--- config.mk ---
export PLATFORM = sky130hd
export DESIGN_NAME = multicycle_controlpath
export DESIGN_NICKNAME = d
export VERILOG_FILES = /design/src/rtl/multicycle_controlpath.sv
export SDC_FILE = /design/constraint.sdc
export NUM_CORES = 1
export LEC_CHECK = 0
export ABC_AREA = 1
export BUFFER_PORTS_ARGS = -buffer_cell sky130_fd_sc_hd__buf_2
export CORE_ASPECT_RATIO = 0.8
export CORE_UTILIZATION = 48
export CTS_CLUSTER_SIZE = 8
export DETAILED_ROUTE_END_ITERATION = 8
export PLACE_DENSITY = 0.86
export SETUP_SLACK_MARGIN = 0.15
export SKIP_CTS_REPAIR_TIMING = 1
export SYNTH_ARGS = -nofsm -noshare
export SYNTH_HDL_FRONTEND = slang
export SYNTH_SLANG_ARGS = --single-unit
--- constraint.sdc ---
create_clock -name clk -period 1.3 [get_ports clk]
set_input_delay 0.26 -clock clk [delete_from_list [all_inputs] [get_ports clk]]
set_output_delay 0.26 -clock clk [all_outputs]
set_load 0.005 [all_outputs]
--- src/rtl/multicycle_controlpath.sv ---
//------------------------------------------------------------------------------
// multicycle_controlpath
//
// Multi-cycle instruction sequencer. Each instruction passes through the
// FETCH/DECODE/EXEC/MEM/WB states. The datapath strobes are decoded from the
// registered state and the opcode latched in DECODE. A bounded wait on
// mem_ready guards FETCH and MEM. Retired instructions are counted.
//
// Parameters
//   ALUFN_W   : ALUFn width (>= 3); ALU codes are zero-extended
//   TIMEOUT_W : memory wait counter width; MAX_WAIT = 2**TIMEOUT_W - 1
//   CNT_W     : retired-instruction counter width
//
// Ports
//   clk       : clock, rising edge
//   rst_n     : asynchronous active-low reset
//   start     : leave IDLE, or resume from HALT
//   OpFn      : opcode/function field from the IR, sampled in DECODE
//   mem_ready : completion of the current FETCH/MEM memory access
//   PCWrite, IRWrite, RegWrite, RegDst, ALUSrc,
//   MemRead, MemWrite, MemToReg, NIA : datapath strobes
//   ALUFn     : ALU operation
//   halted    : high in HALT
//   trap      : high in TRAP
//   state_o   : current state code
//   retired   : retired instruction count, wraps
//------------------------------------------------------------------------------
`timescale 1ns/1ps

module multicycle_controlpath #(
    parameter int unsigned ALUFN_W   = 3,
    parameter int unsigned TIMEOUT_W = 4,
    parameter int unsigned CNT_W     = 16
) (
    input  logic               clk,
    input  logic               rst_n,
    input  logic               start,
    input  logic [4:0]         OpFn,
    input  logic               mem_ready,
    output logic               PCWrite,
    output logic               IRWrite,
    output logic               RegWrite,
    output logic               RegDst,
    output logic               ALUSrc,
    output logic               MemRead,
    output logic               MemWrite,
    output logic               MemToReg,
    output logic               NIA,
    output logic [ALUFN_W-1:0] ALUFn,
    output logic               halted,
    output logic               trap,
    output logic [2:0]         state_o,
    output logic [CNT_W-1:0]   retired
);

    typedef enum logic [2:0] {
        S_IDLE   = 3'd0,
        S_FETCH  = 3'd1,
        S_DECODE = 3'd2,
        S_EXEC   = 3'd3,
        S_MEM    = 3'd4,
        S_WB     = 3'd5,
        S_HALT   = 3'd6,
        S_TRAP   = 3'd7
    } state_t;

    localparam logic [TIMEOUT_W-1:0] MAX_WAIT = '1;

    state_t               state;
    logic [4:0]           op_q;
    logic [TIMEOUT_W-1:0] wait_cnt;
    logic [2:0]           cls;
    logic [2:0]           alu_code;
    logic                 timeout;

    assign cls = op_q[4:2];

    // Ready in the final allowed cycle still completes the access normally.
    assign timeout = !mem_ready && (wait_cnt == MAX_WAIT);

    always_ff @(posedge clk or negedge rst_n) begin
        if (!rst_n) begin
            state    <= S_IDLE;
            op_q     <= '0;
            wait_cnt <= '0;
            retired  <= '0;
        end else begin
            if (PCWrite)
                retired <= retired + CNT_W'(1);

            // Every FETCH/MEM exit goes through a ready (or trap) cycle, so
            // clearing whenever the access is not stalled also clears it on
            // each fresh entry to FETCH or MEM.
            if ((state == S_FETCH || state == S_MEM) && !mem_ready)
                wait_cnt <= wait_cnt + TIMEOUT_W'(1);
            else
                wait_cnt <= '0;

            case (state)
                S_IDLE: begin
                    if (start)
                        state <= S_FETCH;
                end
                S_FETCH: begin
                    if (mem_ready)
                        state <= S_DECODE;
                    else if (timeout)
                        state <= S_TRAP;
                end
                S_DECODE: begin
                    op_q <= OpFn;
                    case (OpFn[4:2])
                        3'b000, 3'b001, 3'b010, 3'b011, 3'b100: state <= S_EXEC;
                        3'b101:                                 state <= S_HALT;
                        default:                                state <= S_TRAP;
                    endcase
                end
                S_EXEC: begin
                    case (cls)
                        3'b000, 3'b001: state <= S_WB;
                        3'b010, 3'b011: state <= S_MEM;
                        default:        state <= S_FETCH;
                    endcase
                end
                S_MEM: begin
                    if (mem_ready)
                        state <= (cls == 3'b010) ? S_WB : S_FETCH;
                    else if (timeout)
                        state <= S_TRAP;
                end
                S_WB: begin
                    state <= S_FETCH;
                end
                S_HALT: begin
                    if (start)
                        state <= S_FETCH;
                end
                S_TRAP: begin
                    state <= S_TRAP;
                end
                default: begin
                    state <= S_IDLE;
                end
            endcase
        end
    end

    // Strobes are a pure decode of the registered state so that an
    // asynchronous reset drops them in the same cycle.
    always_comb begin
        PCWrite  = 1'b0;
        IRWrite  = 1'b0;
        RegWrite = 1'b0;
        RegDst   = 1'b0;
        ALUSrc   = 1'b0;
        MemRead  = 1'b0;
        MemWrite = 1'b0;
        MemToReg = 1'b0;
        NIA      = 1'b1;
        halted   = 1'b0;
        trap     = 1'b0;
        alu_code = 3'b000;
        state_o  = state;

        case (state)
            S_FETCH: begin
                MemRead = 1'b1;
                IRWrite = mem_ready;
            end
            S_EXEC: begin
                case (cls)
                    3'b000: alu_code = {1'b0, op_q[1:0]};
                    3'b001: begin alu_code = 3'b100; ALUSrc = 1'b1; end
                    3'b010: begin alu_code = 3'b101; ALUSrc = 1'b1; end
                    3'b011: begin alu_code = 3'b110; ALUSrc = 1'b1; end
                    3'b100: begin alu_code = 3'b111; PCWrite = 1'b1; end
                    default: alu_code = 3'b000;
                endcase
            end
            S_MEM: begin
                if (cls == 3'b011) begin
                    MemWrite = 1'b1;
                    PCWrite  = mem_ready;
                end else begin
                    MemRead = 1'b1;
                end
            end
            S_WB: begin
                RegWrite = 1'b1;
                PCWrite  = 1'b1;
                RegDst   = (cls == 3'b000);
                MemToReg = (cls == 3'b000) || (cls == 3'b001);
            end
            S_HALT: begin
                NIA    = 1'b0;
                halted = 1'b1;
            end
            S_TRAP: begin
                trap = 1'b1;
            end
            default: begin
                NIA = 1'b1;
            end
        endcase

        ALUFn = (state == S_EXEC) ? ALUFN_W'(alu_code) : '0;
    end

endmodule
Word-level counts from Yosys, hierarchy flattened --
Cells that the tools add are included.
Word-level totals: logic and storage cells 64, bits of input ports 9, output and inout bits 33, register bits after elaboration 28
Operators by class: equal/unequal tests 18, add/sub/neg operators 2, mux-type cells 27, reduce and logical (&&, ||, !) cells 13
Operators by type and width (count):
- == test 3 bit (second input constant) | 7
- case mux 3 bit (7 select lines) | 1
- == test 3 x 2 -> 1 bit (second input constant) | 6
- 2-to-1 mux 3 bit | 6
- adder 16 x 1 -> 16 bit (second input constant) | 1
- case mux 3 bit (5 select lines) | 1
- 2-to-1 mux 1 bit | 14
- case mux 3 bit (2 select lines) | 2
- == test 3 x 1 -> 1 bit (second input constant) | 3
- logical NOT 3 bit | 3
- OR reduction 2 bit | 3
- OR reduction 5 bit | 1
- adder 4 x 1 -> 4 bit (second input constant) | 1
- == test 4 bit (second input constant) | 1
- 2-to-1 mux 4 bit | 1
- case mux 1 bit (3 select lines) | 1
- OR reduction 3 bit | 1
- logical AND 1 bit | 2
- logical OR 1 bit | 2
- != test 2 x 1 -> 1 bit (second input constant) | 1
- case mux 1 bit (2 select lines) | 1
- logical NOT 1 bit | 1

Depth between registers and ports, before layout --
Gate-level depths: netlist of run 1.
depth in word-level cells 5, depth in mapped cells 9, depth with buffers taken out 8

Least setup slack after synthesis of run 1 --
OpenSTA, ideal clock, no wires.
path type reg2out, start reg state[1] (netlist: state_o[1]), end out PCWrite, data arrival time 1217 ps, path slack -177 ps, required time 1040 ps, cell stages (with the launch flop) 8, buffers on the path 2, cells stage by stage dfrtp_1 -> buf_6 -> nor2_4 -> nand2_2 -> nor3_4 -> nand2_4 -> nand2_4 -> buf_6
Between the ends: word-level cells in the longest chain between the ends 2, elaborated cells between the ends (all ways) 4, classes of those cells eq/ne (3); mux (1)
RTL lines:
- start, declared | RTL line 69 | state_t state;
- start signal, assigned | RTL line 127 | state <= (cls == 3'b010) ? S_WB : S_FETCH;
- == test 3 bit / == test 3 x 2 -> 1 bit (equally long branches) | RTL line 165 | case (state)
- case mux 1 bit (3 select lines) * | RTL line 165
- end, declared | RTL line 40 | output logic PCWrite,
Every way passes the cells marked *; elsewhere a longest branch is shown, timed or not.

Worst setup path after layout of run 1 --
start reg state[0] (netlist: state_o[0]), end out IRWrite
Between the ends: word-level cells in the longest chain between the ends 2
RTL lines:
- == test 3 x 1 -> 1 bit | RTL line 165
- 2-to-1 mux 1 bit | RTL line 165
- end, declared | RTL line 41 | output logic IRWrite,
No other way between the ends.

==> metrics.md, run 1 <==
| Metric | Value |
|---|---|
| Status | finished with violations |
| Failing checks | setup timing |
| Port buffer count | 41 |
| Ys Warns | 0 |
| Die H | 56.6 µm |
| Asr flop ratio synth | 100% |
| Synth top area cells | dfrtp_1 (39%), nand2_1 (19%), nand3_1 (9.2%), nor2_1 (6.5%), inv_1 (5.0%) |
| CP max-delay cell | dfrtp_2 |
| Synth top area share | 39.2% |
| Final hold violation count | 0 |
| DRT antenna net count | 0 |
| Max rail drop VDD | 1.42 mV |
| Final instance area | 2770 µm² |
| Class of the worst hold path | input port to flop |
| Final Util | 79.4% |
| R2R depth | 9 |
| Final period util | 143% |
| Setup violations, final | 39 |
| Rows | 19 |
| Die area | 3980 µm² |
| Synthesized area per cell | 6.99 µm² |
| Area grow syn2layout | 55.0% |
| Highest clock rate | 0.537 GHz |
| Placer Congestion | 0.940 |
| Share of cells above drive strength 1 | 40.9% |
| Worst Skew | 0.00968 ns |
| Placed Cells | 372 |
| Final std cells w/o fill | 399 |
| Data required time of the critical path | 1.04 ns |
| Largest stage delay, worst path | 0.45 ns |
| Commonest non-fill, non-tap cell in the layout | nand2_1 |
| Clock sink total | 28 |
| Initial DRC Count | 370 |
| Slew @ Worst Pin | 0.363 ns |
| Starting Density | 51.2% |
| CTS tree | done |
| Worst setup margin | -0.562 ns |
| RSZ-0062 raised after global routing | true |
| DRC Markers | 0 |
| Final WL | 6590 µm |
| WL per Instance | 16.5 µm |
| Post-Syn Area | 1790 µm² |
| Hold_sp | OpFn[0] |
| Initial antenna violation count | 0 |
| R2R Setup Slk | -0.48 ns |
| Slew headroom | 75.6% |
| Clock buffer count from CTS | 3 |
| Fin nets | 369 |
| Grt total ovfl | 0 |
| Worst-Skew Late Latency | 0.28 ns |
| Placed Area | 2320 µm² |
| Hold Path Cell Cnt | 3 |
| Root buffer selected by CTS | clkbuf_8 |
| CP Cell Sequence | inv_1, nor3_1, inv_1, nor2_1, buf_2 |
| MaxCap Viol Count | 0 |
| Vias in the first global route | 1,732 |
| RR Startpoint | state_o[1] |
| CP Capture Type | output port |
| Family with the most delay on the worst path | simple AND/OR/NAND/NOR gates |
| Mapped Nets | 267 |
| Worst setup path class | flop to output port |
| Syn Inst Count | 256 |
| Largest net degree at the start of global routing | 19 |
| Final Critical Period | 1.86 ns |
| Sequential element share of the synthesized area | 39.2% |
| Clock transition at path regs | 0.10 ns |
| Worst Setup Start Kind | flop |
| Worst setup startpoint | state_o[0] |
| PwrDens | 1680 nW/µm² |
| DPL Wire Length | 3580 µm |
| N_diodes | 0 |
| Hold EP | op_q[0] |
| Post-synth top area cell | dfrtp_1 |
| Die Wd | 70.3 µm |
| Clock Path Buffers | 2 |
| # H-tree levels | 1 |
| Overall Power | 4670 µW |
| Seq cells post-synth | 28 |
| Ports | 42 |
| Final Slew Violations | 0 |
| Vias | 2,337 |
| Most used cell, CP | inv_1 |
| CP Buf/Inv Count | 3 |
| Post-synth EDFFs | 0 |
| Leakage Power | 0.00149 µW |
| Core box area | 3490 µm² |
| Setup TNS | -12.59 ns |
| GRT Overall Usage | 25.6% |
| Most used DFF post-synth | dfrtp_1 |
| Unique cell type count in the Yosys netlist | 23 |
| First-pass DRT Iterations | 6 |
| Critical-path maximum fanout | 5 |
| DR vias/cell | 5.86 |
| Global-route wire length before repair | 7970 µm |
| Worst r2r dst | retired[5] |
| Worst Path Arrival | 1.60 ns |
| Most frequent cells in the layout | nand2_1 (87), buf_4 (43), buf_2 (30) |
==> cell families after synthesis <==
group | synth area share, %
adders and majority gates | 1.40
xor gates and xnor gates | 4.41
AOI/OAI and AO/OA | 4.83
buffers and inverters | 7.20
and+or+nand+nor | 43.0
DFF | 39.2
==> worst max path at each step <==
| stage | end | slack, ns | cells after the start |
|---|---|---|---|
| after CTS | ALUFn[2] | -0.50 | 5 |
| after floorplan | PCWrite | -0.17 | 7 |
| after global routing | IRWrite | -0.58 | 5 |
| after global placement | ALUFn[2] | -0.12 | 5 |
| final | IRWrite | -0.56 | 5 |
| after detailed placement | ALUFn[2] | -0.18 | 5 |
==> worst reg2reg max path, cell delays in order, from the launching register on <==
cell	delay [ns]
dfrtp_2	0.46
nor2_4	0.18
nand2_4	0.09
nor3_4	0.27
nand2_4	0.10
buf_4	0.15
buf_6	0.12
clkbuf_16	0.15
nand3_1	0.08
nand2_1	0.06
==> cell usage after synthesis, types with 4 or more instances <==
cell type	instances
nand2_1	89
nand3_1	33
nor2_1	31
dfrtp_1	28
inv_1	24
o21ai_0	8
nor3_1	6
a21oi_1	5
nand4_1	5
xnor2_1	5
xor2_1	4
==> stage by stage <==
stage / setup WS [ns] / hold slack (ns)
final: -0.562 / 0.176
after detailed placement: -0.183 / 0.160
after CTS: -0.503 / -0.143
after global routing: -0.580 / 0.182
after floorplan: -0.167 / -0.0356
after global placement: -0.125 / 0.160
==> flip-flops by register name, indices dropped and copies added, names as in the netlist <==
name      flops
state_o       3
op_q          5
wait_cnt      4
retired      16
==> routing by layer <==
metal	vias to the layer above	share of wire, %	track usage (%)	wire length (µm)
met3	40	10	5.03	685
met1	1087	39	36.1	2580
met4	0	2.9	5.14	194
li1	1014	-	-	-
met5	-	0	0	0
met2	196	47	41.1	3130
==> layout make-up <==
type | instances | area, µm²
Multi-Input combinational cell | 199 | 1050
Timing Repair Buffer | 101 | 813
Fill cell | 200 | 721
Sequential cell | 28 | 714
Inverter | 25 | 96.3
Tap cell | 42 | 52.6
Clock buffer | 4 | 45.0
==> power breakdown <==
part | switching (µW) | total (µW) | internal, µW
Sequential | 295 | 1390 | 1090
Combinational | 1450 | 2800 | 1350
Clock | 266 | 486 | 220
Total | 2010 | 4670 | 2660
Note: power is estimated with default switching activity, not from simulation.
==> run 2: changes to the inputs <==
Settings changed: BUFFER_PORTS_ARGS -buffer_cell sky130_fd_sc_hd__buf_2 to unset, CORE_ASPECT_RATIO 0.8 to unset, CORE_UTILIZATION 48 to 57, DONT_BUFFER_PORTS set to 1.
==> metrics.md, run 2 (same netlist as run 1, synthesis figures left out) <==
| Metric | Value |
|---|---|
| RSZ-0062 raised after global routing | true |
| Class of the worst hold path | input port to flop |
| Clock Path Buffers | 2 |
| Final Critical Period | 1.78 ns |
| Placer Congestion | 0.955 |
| Final std cells w/o fill | 355 |
| R2R Setup Slk | -0.48 ns |
| Critical-path maximum fanout | 8 |
| Worst Skew | 0.00290 ns |
| WL per Instance | 21.3 µm |
| DPL Wire Length | 3360 µm |
| Data required time of the critical path | 1.60 ns |
| PwrDens | 1870 nW/µm² |
| N_diodes | 0 |
| Hold_ws | 0.0307 ns |
| Final hold violation count | 0 |
| Final period util | 137% |
| Vias in the first global route | 1,689 |
| Setup TNS | -13.67 ns |
| CP max-delay cell | dfrtp_2 |
| Worst-Skew Late Latency | 0.35 ns |
| Clock buffer count from CTS | 3 |
| Area grow syn2layout | 48.7% |
| R2R depth | 10 |
| MaxCap Viol Count | 0 |
| Starting Density | 62.7% |
| Status | finished with violations |
| Worst setup endpoint | retired[13] |
| Core box area | 2850 µm² |
| Placed Cells | 327 |
| Largest stage delay, worst path | 0.50 ns |
| Commonest non-fill, non-tap cell in the layout | nand2_1 |
| Largest Register | retired |
| Leakage Power | 0.00134 µW |
| Clock transition at path regs | 0.16 ns |
| Worst Setup Start Kind | flop |
| Final Slew Violations | 0 |
| Worst Path Arrival | 2.08 ns |
| Setup violations, final | 46 |
| Critical path depth in cells | 10 |
| GRT Overall Usage | 28.1% |
| Largest net degree at the start of global routing | 29 |
| Fin nets | 336 |
| Initial DRC Count | 399 |
| Max FFs per register | 16 |
| CP Capture Type | flop |
| CTS tree | done |
| Port buffer count | 0 |
| Highest clock rate | 0.562 GHz |
| CP Buf/Inv Count | 3 |
| Die Wd | 58.0 µm |
| Family with the most delay on the worst path | simple AND/OR/NAND/NOR gates |
| Hold_sp | OpFn[1] |
| DRT antenna net count | 0 |
| Rows | 19 |
| Vias | 2,405 |
| Worst setup path class | flop to flop |
| Most frequent cells in the layout | nand2_1 (83), buf_4 (39), nand3_1 (29) |
| Ports | 42 |
| Die area | 3370 µm² |
| Root buffer selected by CTS | clkbuf_4 |
| Initial antenna violation count | 0 |
| Worst setup margin | -0.480 ns |
| Clock sink total | 28 |
| RR Startpoint | state_o[0] |
| Die H | 58.0 µm |
| Slew headroom | 76.4% |
| DRC Markers | 1 |
| First-pass DRT Iterations | 7 |
| Final WL | 7540 µm |
| Largest regs | retired (16), op_q (5), wait_cnt (4) |
| Share of cells above drive strength 1 | 37.7% |
| Grt total ovfl | 0 |
| # H-tree levels | 1 |
| Slew @ Worst Pin | 0.353 ns |
| Global-route wire length before repair | 7370 µm |
| Worst r2r dst | retired[13] |
| CP Cell Sequence | nor2_4, nand2_4, nor3_4, nand2_4, buf_4, buf_4, buf_6, nand2_8, nand2_1, nand2_1 |
| DR vias/cell | 6.77 |
| Worst setup startpoint | state_o[0] |
| Failing checks | DRC, setup timing |
| Max rail drop VDD | 1.66 mV |
-- run 2: changes by cell type in the layout (fill, tap and decap cells not counted), moves of 4 or more --
cell	previous run	this run
buf_4	43	39
nand3_1	25	29
nand2_1	87	83
nand3_2	8	4
buf_2	30	0
nor2_1	26	22
-- run 2: layout make-up --
| class | count | area [µm²] |
|---|---|---|
| Inverter | 25 | 96.3 |
| Multi-Input combinational cell | 201 | 1160 |
| Timing Repair Buffer | 66 | 617 |
| Sequential cell | 28 | 712 |
| Fill cell | 94 | 193 |
| Clock buffer | 4 | 36.3 |
| Tap cell | 31 | 38.8 |
-- run 2: report_power, final --
| group | internal (µW) | switching (µW) | leakage [µW] | total [µW] |
|---|---|---|---|---|
| registers | 1100 | 331 | 0.000362 | 1430 |
| logic | 1370 | 1710 | 0.000962 | 3070 |
| clock network | 172 | 289 | 0.0000210 | 461 |
| total | 2640 | 2330 | 0.00134 | 4960 |
-- run 2: worst min-delay path by stage --
stage                            end  slack, ns  cells past startpoint
final                        op_q[1]       0.03                      2
after CTS                 retired[9]      -0.42                      0
after global placement    state_o[1]      -0.04                      0
after detailed placement  state_o[1]      -0.04                      0
after global routing         op_q[1]       0.04                      2
after floorplan              op_q[0]      -0.04                      0
-- run 2: stage by stage --
stage	area [µm²]	util, %	total power, µW	worst slack [ns]
2_1_floorplan	1810	-	2420	-0.167
3_3_place_gp	2140	75.1	3150	-0.0779
3_5_place_dp	2140	75.1	3210	-0.0927
4_1_cts	2180	76.4	3660	-0.470
5_1_grt	2660	93.2	5120	-0.513
6_report	2660	93.2	4960	-0.480
-- run 2: routing by layer --
metal / up-vias / share of wire [%] / global-route usage [%] / routed length, µm
met3: 69 / 12 / 3.13 / 892
met5: - / 0 / 0 / 0
met1: 1130 / 35 / 38.9 / 2620
met2: 254 / 47 / 46.3 / 3520
met4: 0 / 6.8 / 9.52 / 512
li1: 952 / - / - / -
